**config.mk**
```make
export PLATFORM = sky130hd
export DESIGN_NAME = haar_mac_flat
export DESIGN_NICKNAME = d
export VERILOG_FILES = /design/src/rtl/haar_mac_if.sv /design/src/rtl/haar_mac.sv /design/src/flat_wrapper.sv
export SDC_FILE = /design/constraint.sdc
export NUM_CORES = 1
export LEC_CHECK = 0
export CAP_MARGIN = 0
export CORE_MARGIN = 3
export CORE_UTILIZATION = 48
export DETAILED_ROUTE_END_ITERATION = 16
export PLACE_DENSITY = 0.75
export SLEW_MARGIN = 0
export SYNTH_ARGS = -nofsm -noshare
export SYNTH_HDL_FRONTEND = slang
export SYNTH_SLANG_ARGS = --single-unit
export TNS_END_PERCENT = 5
```
**constraint.sdc**
```tcl
create_clock -name clk -period 3.3 [get_ports clk]
set_input_delay 0.66 -clock clk [delete_from_list [all_inputs] [get_ports clk]]
set_output_delay 0.66 -clock clk [all_outputs]
set_load 0.005 [all_outputs]
```
**src/rtl/haar_mac_if.sv**
```systemverilog
// Pixel-pair / coefficient bundle between the DWT control logic and haar_mac.
// The control logic holds the master side; the lifting unit holds the slave side.
interface haar_mac_if #(
   parameter int PW = 8
);
   logic [15:0]   i_pix;
   logic          i_valid;
   logic          i_mode;
   logic [PW-1:0] i_row_column_pointer;
   logic [PW-1:0] i_pixel_pointer;
   logic [15:0]   o_coef;
   logic          o_valid;
   logic          o_mode;
   logic [PW-1:0] o_row_column_pointer;
   logic [PW-1:0] o_pixel_pointer;
   logic [15:0]   o_pair_count;
   logic [15:0]   o_sat_count;
   logic          o_busy;

   modport master (
      output i_pix, i_valid, i_mode, i_row_column_pointer, i_pixel_pointer,
      input  o_coef, o_valid, o_mode, o_row_column_pointer, o_pixel_pointer,
             o_pair_count, o_sat_count, o_busy
   );

   modport slave (
      input  i_pix, i_valid, i_mode, i_row_column_pointer, i_pixel_pointer,
      output o_coef, o_valid, o_mode, o_row_column_pointer, o_pixel_pointer,
             o_pair_count, o_sat_count, o_busy
   );
endinterface

```
**src/rtl/haar_mac.sv**
```systemverilog
// haar_mac: three-stage Haar lifting unit returning {L, H} with aligned sideband.
// Define HAAR_MAC_ROUND_EN for round-half-up arithmetic, detail clamp and a live saturation count.
module haar_mac #(
   parameter int WIDTH  = 256,
   parameter int HEIGHT = 256
) (
   input logic       clk,
   input logic       rst,
   haar_mac_if.slave mac
);
   localparam int PW = $clog2(WIDTH);

   // Valid-only flow: a beat is taken whenever i_valid is 1 and there is no ready;
   // o_valid qualifies o_coef and the sideband for exactly the cycle it is high.
   logic              v1, v2, v3;
   logic [7:0]        a1, b1;
   logic              mode1, mode2, mode3;
   logic [PW-1:0]     rc1, rc2, rc3;
   logic [PW-1:0]     pp1, pp2, pp3;
   logic [8:0]        sum2;
   logic signed [8:0] diff2;
   logic [15:0]       coef3;
   logic              prev_mode;
   logic [15:0]       pair_count;
   logic [9:0]        l_full;
   logic signed [9:0] diff_ext;
   logic signed [9:0] h_full;
   logic [7:0]        l_val, h_val;
`ifdef HAAR_MAC_ROUND_EN
   logic              sat;
   logic [15:0]       sat_count;
`endif
   logic              unused_bits;

   always_ff @(posedge clk or negedge rst) begin
      if (!rst) begin
         v1    <= 1'b0;
         a1    <= '0;
         b1    <= '0;
         mode1 <= 1'b0;
         rc1   <= '0;
         pp1   <= '0;
      end else begin
         v1 <= mac.i_valid;
         if (mac.i_valid) begin
            a1    <= mac.i_pix[15:8];
            b1    <= mac.i_pix[7:0];
            mode1 <= mac.i_mode;
            rc1   <= mac.i_row_column_pointer;
            pp1   <= mac.i_pixel_pointer;
         end
      end
   end

   always_ff @(posedge clk or negedge rst) begin
      if (!rst) begin
         v2    <= 1'b0;
         sum2  <= '0;
         diff2 <= '0;
         mode2 <= 1'b0;
         rc2   <= '0;
         pp2   <= '0;
      end else begin
         v2 <= v1;
         if (v1) begin
            sum2  <= {1'b0, a1} + {1'b0, b1};
            diff2 <= $signed({1'b0, a1}) - $signed({1'b0, b1});
            mode2 <= mode1;
            rc2   <= rc1;
            pp2   <= pp1;
         end
      end
   end

   // Detail is formed in 10 bits so the rounded +1 case (256) is visible to the clamp.
   always_comb begin
      diff_ext = {diff2[8], diff2};
`ifdef HAAR_MAC_ROUND_EN
      l_full = {1'b0, sum2} + 10'd1;
      h_full = ((diff_ext + 10'sd1) >>> 1) + 10'sd128;
      sat    = (h_full > 10'sd255);
      h_val  = sat ? 8'hFF : h_full[7:0];
`else
      l_full = {1'b0, sum2};
      h_full = (diff_ext >>> 1) + 10'sd128;
      h_val  = h_full[7:0];
`endif
      l_val = l_full[8:1];
   end

   always_ff @(posedge clk or negedge rst) begin
      if (!rst) begin
         v3         <= 1'b0;
         coef3      <= '0;
         mode3      <= 1'b0;
         rc3        <= '0;
         pp3        <= '0;
         prev_mode  <= 1'b0;
         pair_count <= '0;
      end else begin
         v3 <= v2;
         if (v2) begin
            coef3     <= {l_val, h_val};
            mode3     <= mode2;
            rc3       <= rc2;
            pp3       <= pp2;
            prev_mode <= mode2;
            if (mode2 != prev_mode) begin
               pair_count <= 16'd1;
            end else if (pair_count != 16'hFFFF) begin
               pair_count <= pair_count + 16'd1;
            end
         end
      end
   end

`ifdef HAAR_MAC_ROUND_EN
   always_ff @(posedge clk or negedge rst) begin
      if (!rst) begin
         sat_count <= '0;
      end else if (v2 && sat && (sat_count != 16'hFFFF)) begin
         sat_count <= sat_count + 16'd1;
      end
   end

   assign mac.o_sat_count = sat_count;
`else
   assign mac.o_sat_count = '0;
`endif

   assign mac.o_coef               = coef3;
   assign mac.o_valid              = v3;
   assign mac.o_mode               = mode3;
   assign mac.o_row_column_pointer = rc3;
   assign mac.o_pixel_pointer      = pp3;
   assign mac.o_pair_count         = pair_count;
   assign mac.o_busy               = v1 | v2 | v3;

   assign unused_bits = ^{l_full[9], l_full[0], h_full[9:8], (HEIGHT > 0)};
endmodule

```
**src/flat_wrapper.sv**
```systemverilog
// flat-port wrapper written by rule: the top's interface ports become plain ports
module haar_mac_flat 
#(
   parameter int WIDTH  = 256,
   parameter int HEIGHT = 256
)
  (clk, rst, mac_i_pix, mac_i_valid, mac_i_mode, mac_i_row_column_pointer, mac_i_pixel_pointer, mac_o_coef, mac_o_valid, mac_o_mode, mac_o_row_column_pointer, mac_o_pixel_pointer, mac_o_pair_count, mac_o_sat_count, mac_o_busy);
  haar_mac_if #(.PW(8)) mac_i ();
  input logic clk;
  input logic rst;
  input wire logic [$bits(mac_i.i_pix)-1:0] mac_i_pix;
  input wire logic [$bits(mac_i.i_valid)-1:0] mac_i_valid;
  input wire logic [$bits(mac_i.i_mode)-1:0] mac_i_mode;
  input wire logic [$bits(mac_i.i_row_column_pointer)-1:0] mac_i_row_column_pointer;
  input wire logic [$bits(mac_i.i_pixel_pointer)-1:0] mac_i_pixel_pointer;
  output wire logic [$bits(mac_i.o_coef)-1:0] mac_o_coef;
  output wire logic [$bits(mac_i.o_valid)-1:0] mac_o_valid;
  output wire logic [$bits(mac_i.o_mode)-1:0] mac_o_mode;
  output wire logic [$bits(mac_i.o_row_column_pointer)-1:0] mac_o_row_column_pointer;
  output wire logic [$bits(mac_i.o_pixel_pointer)-1:0] mac_o_pixel_pointer;
  output wire logic [$bits(mac_i.o_pair_count)-1:0] mac_o_pair_count;
  output wire logic [$bits(mac_i.o_sat_count)-1:0] mac_o_sat_count;
  output wire logic [$bits(mac_i.o_busy)-1:0] mac_o_busy;
  assign mac_i.i_pix = mac_i_pix;
  assign mac_i.i_valid = mac_i_valid;
  assign mac_i.i_mode = mac_i_mode;
  assign mac_i.i_row_column_pointer = mac_i_row_column_pointer;
  assign mac_i.i_pixel_pointer = mac_i_pixel_pointer;
  assign mac_o_coef = mac_i.o_coef;
  assign mac_o_valid = mac_i.o_valid;
  assign mac_o_mode = mac_i.o_mode;
  assign mac_o_row_column_pointer = mac_i.o_row_column_pointer;
  assign mac_o_pixel_pointer = mac_i.o_pixel_pointer;
  assign mac_o_pair_count = mac_i.o_pair_count;
  assign mac_o_sat_count = mac_i.o_sat_count;
  assign mac_o_busy = mac_i.o_busy;
  haar_mac #(.WIDTH(WIDTH), .HEIGHT(HEIGHT)) u_core (.clk(clk), .rst(rst), .mac(mac_i));
endmodule
```
After elaboration in Yosys (flattened, before gate mapping)
Index checks and enable logic that the tools add are counted.

Bits in registers: 120. Latch bits: 0. Bits in writable memories: 0. ROM bits: 0. Input port bits: 36. Output and inout bits: 67. Word-level logic and storage cells: 30. Memories: 0.

$add $sub $neg: 4. Multipliers: 0. Divide/modulo/power cells: 0. $lt $le $gt $ge: 0. Eq/ne operators: 2. Shifts and indexed selects: 0. Multiplexer cells: 2. Bitwise logic cells: 2. Reductions and logical operators: 2.

Operators by type and width (number): $mux W16 (2); $add A16 B1 Y16 const B (1); $ne A16 B16 Y1 const B (1); $add A8 B8 Y9 (1); $sub A8 B8 Y9 (1); $add A8 B8 Y8 const B (1); $or A1 B1 Y1 (2); $reduce_and A2 Y1 (1); $reduce_bool A2 Y1 (1); $ne A1 B1 Y1 (1).

Longest topological paths before layout
Word-level depth: 3. Depth in mapped cells: 8. Gate-level depth less buffers: 7.

Least setup slack after synthesis
Ideal clock, no wire load.

Path type: flip-flop to flip-flop. From: reg u_core.a1[2]. To: reg u_core.sum2[5]. Setup time: 0.131 ns. Arrival: 1.855 ns. Data required time: 3.169 ns. Slack: 1.314 ns. Stages on the path, launching flop included: 8. Buffers on the path: 1. Period minus slack after synthesis: 1.986 ns. Path through: dfrtp_1 > ha_1 > buf_2 > nor2_1 > a311oi_1 > o21bai_1 > nor4b_1 > or3_1.

Word-level cells in the longest chain between the ends: 1.

Ends and longest elaborated chain: start, declared (RTL line haar_mac.sv:16) `logic [7:0] a1, b1;`; start signal, assigned (RTL line haar_mac.sv:46) `a1 <= mac.i_pix[15:8];`; $add A8 B8 Y9 (RTL line haar_mac.sv:66) `sum2 <= {1'b0, a1} + {1'b0, b1};`; end signal, assigned (RTL line haar_mac.sv:66); end, declared (RTL line haar_mac.sv:20) `logic [8:0] sum2;`.

No other way between the ends. A chain may end at the register's enable or synchronous reset.

Worst setup path in the final report
From: reg u_core.v2. To: out mac_o_busy.

Word-level cells in the longest chain between the ends: 2.

Ends and longest elaborated chain: start, declared (RTL line haar_mac.sv:15) `logic v1, v2, v3;`; start signal, assigned (RTL line haar_mac.sv:64) `v2 <= v1;`; $or A1 B1 Y1 (2 in a row) (RTL line haar_mac.sv:137) `assign mac.o_busy = v1 | v2 | v3;`; end, declared (RTL line flat_wrapper.sv:23) `output wire logic [$bits(mac_i.o_busy)-1:0] mac_o_busy;`.

No other way between the ends.

==> impl_metrics.csv <==
group,metric,value,unit
floorplan,die_h,112,um
grt,globalRouteMet2Util,30.8,%
logic_synthesis,top_cells_by_area_synth,"sky130_fd_sc_hd__dfrtp_1 55%, sky130_fd_sc_hd__mux2_2 16%, sky130_fd_sc_hd__ha_1 3.5%, sky130_fd_sc_hd__buf_4 2.2%, sky130_fd_sc_hd__o21ai_0 2.2%",
worst_setup_path,path_max_fanout,2,
floorplan,io_pins,103,
routing,remaining_antenna_violation_count_after_routing,0,
grt,grt_start_max_net_pins,51,
logic_synthesis,synthesis.instances,437,
power_and_ir_drop,vdd.ir_drop.worst,0.000327,V
power_and_ir_drop,switching_share,25.3,%
min_path,hold_path_class,"input port to asynchronous set/reset pin",
place,place_hpwl,7520,um
worst_setup_path,crit_arrival,1.76,ns
logic_synthesis,synth_edf_count,0,
layout,final_core_util,65.3,%
sta,clock_skew,0.00686,ns
grt,grt_overflow,0,
grt,first_global_vias,3875,
routing,detailed_routing_iterations_pass_1,5,
sta,final_hold_viol_count,0,
sta,setup-tns-final,0,ns
floorplan,core.rowCount,37,
routing,detailroute.via_count,3687,
logic_synthesis,synth-seq-cells,118,
floorplan,die_x,112,um
status,run_status,"complete, no violations",
logic_synthesis,asyncSetResetFlopFracSynth,100,%
clock_tree,cts-htree-levels,4,
worst_setup_path,worstSetupEndpointType,"primary output",
sta,timing_max_transition_violations_final,0,
clock_tree,clk-insertion-delay-late,0.51,ns
sta,worstMarginPinSlew,0.896,ns
sta,rsz0062_at_grt,"no",
routing,drc_errors,0,
logic_synthesis,cell_type_with_the_largest_total_area_after_synthesis,"sky130_fd_sc_hd__dfrtp_1",
power_and_ir_drop,comb_power_share,19.8,%
place,finalWeightedCongestion,0.857,
layout,regArea,2950,um2
run,total_of_max_cap_violations,0,
layout,layout-drive-gt1-share,22.3,%
worst_setup_path,reg2reg_slack,0.96,ns
layout,fillCellCount,800,
clock_tree,clk_transition_reported_paths,0.06,ns
power_and_ir_drop,power.share.clock,40.6,%
grt,grt_antenna_before_repair,0,
sta,maxClockFrequency,413,MHz
logic_synthesis,seq_area_frac_synth,55.3,%
clock_tree,cts.repair_timing.setup_buffer_count,0,
clock_tree,numCtsBuffers,17,
grt,gr-usage-met1,23.9,%
grt,global_route_wire_length_before_repair,18800,um
clock_tree,clock_tree.buffer_depth,2,
worst_setup_path,r2r_cells,6,
power_and_ir_drop,leakagePower,2.93,nW
clock_tree,clockRootBuffer,"sky130_fd_sc_hd__clkbuf_8",
place,placed_area,6260,um2
routing,drt_iter0_drc,225,
layout,multi_input_area,2170,um2
worst_setup_path,crit_path_start_kind,"flip-flop",
worst_setup_path,timing.rr.end,"u_core.sum2[7]$_DFFE_PN0P_",
routing,finalWirelength,11200,um
worst_setup_path,data_required_time_at_the_worst_endpoint,2.64,ns
routing,detail_routed_via_count_per_cell,5.47,
sta,setup_violations,0,
grt,use_met3,6.03,%
power_and_ir_drop,p_int,3.54,mW
clock_tree,post_cts_resize_count,0,
layout,layout_nets,578,
logic_synthesis,post_synth_instance_area,5340,um2
clock_tree,clkSinkCount,118,
floorplan,core_region_area,10600,um2
worst_setup_path,timing.rr.start,"u_core.a1[2]$_DFFE_PN0P_",
place,port_buffers,86,
layout,final_design_area_no_fill,6890,um2
power_and_ir_drop,part_of_the_total_power_dissipated_in_sequential_elements,39.7,%
logic_synthesis,post_synth_num_cell_types,50,
sta,slew_headroom,40.3,%
logic_synthesis,synthesis.yosys.warnings,0,
logic_synthesis,avgSynthCellArea,12.2,um2
clock_tree,tritoncts,"done",
floorplan,floorplan.initialDensity,50.6,%
routing,wl_per_cell,16.6,um
power_and_ir_drop,net-switching-power,1.20,mW
logic_synthesis,ys.flop_type,"sky130_fd_sc_hd__dfrtp_1",
grt,groute.usage.overall,18.9,%
worst_setup_path,timing.setup.critical_path_class,"flip-flop to primary output",
sta,fin_crit,2.42,ns
grt,global_route.peak_usage_layer,"met2",
floorplan,die-area,12400,um2
power_and_ir_drop,power_density,688,nW/um2
sta,post-route-period-util,73.3,%
layout,n_antenna_cell,0,
layout,flow.area_growth_from_synthesis,28.9,%
clock_tree,ctsHoldBuffers,0,
logic_synthesis,yosysTopAreaCellShare,55.3,%
per-stage QoR:
step                total power [mW]  hold slack, ns  cells  setup slack (ns)
finish                          4.74           0.156    674             0.880
global route                    4.97           0.177    674             0.796
CTS                             4.79           0.162    674             0.852
detailed placement              2.84           0.458    642              1.01
global placement                2.80           0.439    642              1.20
floorplan                       2.36           0.364    452              1.31
critical path: stages, from the launching register on:
cell and delay, ns:
sky130_fd_sc_hd__dfrtp_2 0.40, sky130_fd_sc_hd__or3_1 0.38, sky130_fd_sc_hd__clkdlybuf4s50_1 0.47
cell families (layout without fill, tap and decap cells):
logic type	Yosys count	after routing	synth area share, %
DFF	118	118	55.3
and+or+nand+nor	84	84	7.94
muxes	80	80	16.8
AOI/OAI and AO/OA	75	75	9.04
buffers and inverters	53	139	5.15
adders and majority gates	17	17	4.26
xor gates and xnor gates	9	9	1.48
other	1	16	0.0702
power groups by stage:
| stage | registers, mW | clock network (mW) | logic [mW] |
|---|---|---|---|
| 2_1_floorplan | 1.87 | 0 | 0.494 |
| 3_3_place_gp | 1.89 | 0 | 0.911 |
| 3_5_place_dp | 1.90 | 0 | 0.939 |
| 4_1_cts | 1.88 | 1.96 | 0.946 |
| 5_1_grt | 1.92 | 2.03 | 1.03 |
| 6_report | 1.88 | 1.92 | 0.937 |
layout make-up:
class | count | share of cell area (%)
flip-flops and latches | 118 | 42.9
multi-input cells | 281 | 31.5
repair buffers | 91 | 13.1
clock buffers | 22 | 6.72
well taps | 136 | 2.47
clock inverters | 10 | 2.43
inverters | 16 | 0.872
state kept, by name, indices dropped and copies added, names as in the netlist, 8 cells and up:
register / cells
u_core.a1: 8
u_core.b1: 8
u_core.diff2: 8
u_core.mac.o_coef: 16
u_core.mac.o_pair_count: 16
u_core.mac.o_pixel_pointer: 8
u_core.mac.o_row_column_pointer: 8
u_core.pp1: 8
u_core.pp2: 8
u_core.rc1: 8
u_core.rc2: 8
u_core.sum2: 8
synthesized netlist by cell type (all sizes together), types with 3 or more instances:
cell / number
dfrtp: 118
mux2: 78
buf: 27
o21ai: 26
nand2: 20
nor2: 18
inv: 16
nand3: 16
ha: 15
a21oi: 12
clkbuf: 10
a31oi: 7
xnor2: 7
nand4: 6
o31ai: 6
and3: 5
nor2b: 4
nor3: 3
o21a: 3
o41ai: 3
or3: 3
cells in the final DEF, fill, tap and decap left out, types with 4 or more instances in the layout:
master                            Yosys  routed
sky130_fd_sc_hd__a21oi_1             12      12
sky130_fd_sc_hd__o21ai_0             23      23
sky130_fd_sc_hd__xnor2_1              7       7
sky130_fd_sc_hd__bufinv_16            0       4
sky130_fd_sc_hd__nor2b_1              4       4
sky130_fd_sc_hd__and3_1               4       4
sky130_fd_sc_hd__buf_4               16       5
sky130_fd_sc_hd__o31ai_1              6       6
sky130_fd_sc_hd__nor2_1              18      18
sky130_fd_sc_hd__clkbuf_8             0       4
sky130_fd_sc_hd__clkinvlp_4           0       4
sky130_fd_sc_hd__nand4_1              6       6
sky130_fd_sc_hd__clkdlybuf4s50_1      0      84
sky130_fd_sc_hd__mux2_2              78      78
sky130_fd_sc_hd__inv_1               16      16
sky130_fd_sc_hd__nand3_1             16      16
sky130_fd_sc_hd__a31oi_1              7       7
sky130_fd_sc_hd__conb_1               1      16
sky130_fd_sc_hd__ha_1                15      15
sky130_fd_sc_hd__nand2_1             20      20
sky130_fd_sc_hd__dfrtp_1            118     117
sky130_fd_sc_hd__clkbuf_16            0      16
routing by layer:
| layer | wire, um | part of all wire (%) | vias to the layer above |
|---|---|---|---|
| li1 | - | - | 1711 |
| met1 | 4790 | 43 | 1816 |
| met2 | 5520 | 49 | 148 |
| met3 | 752 | 6.7 | 12 |
| met4 | 148 | 1.3 | 0 |
| met5 | 0 | 0 | - |
how the worst max path moves through the flow:
stage                             startpoint                    endpoint  slack, ns
finish                   u_core.v2$_DFF_PN0_                  mac_o_busy       0.88
global route        u_core.a1[2]$_DFFE_PN0P_  u_core.sum2[7]$_DFFE_PN0P_       0.80
CTS                      u_core.v2$_DFF_PN0_                  mac_o_busy       0.85
detailed placement  u_core.a1[2]$_DFFE_PN0P_  u_core.sum2[7]$_DFFE_PN0P_       1.01
global placement    u_core.b1[2]$_DFFE_PN0P_  u_core.sum2[5]$_DFFE_PN0P_       1.20
floorplan           u_core.a1[2]$_DFFE_PN0P_  u_core.sum2[5]$_DFFE_PN0P_       1.31
(Power assumes the default switching activity.)
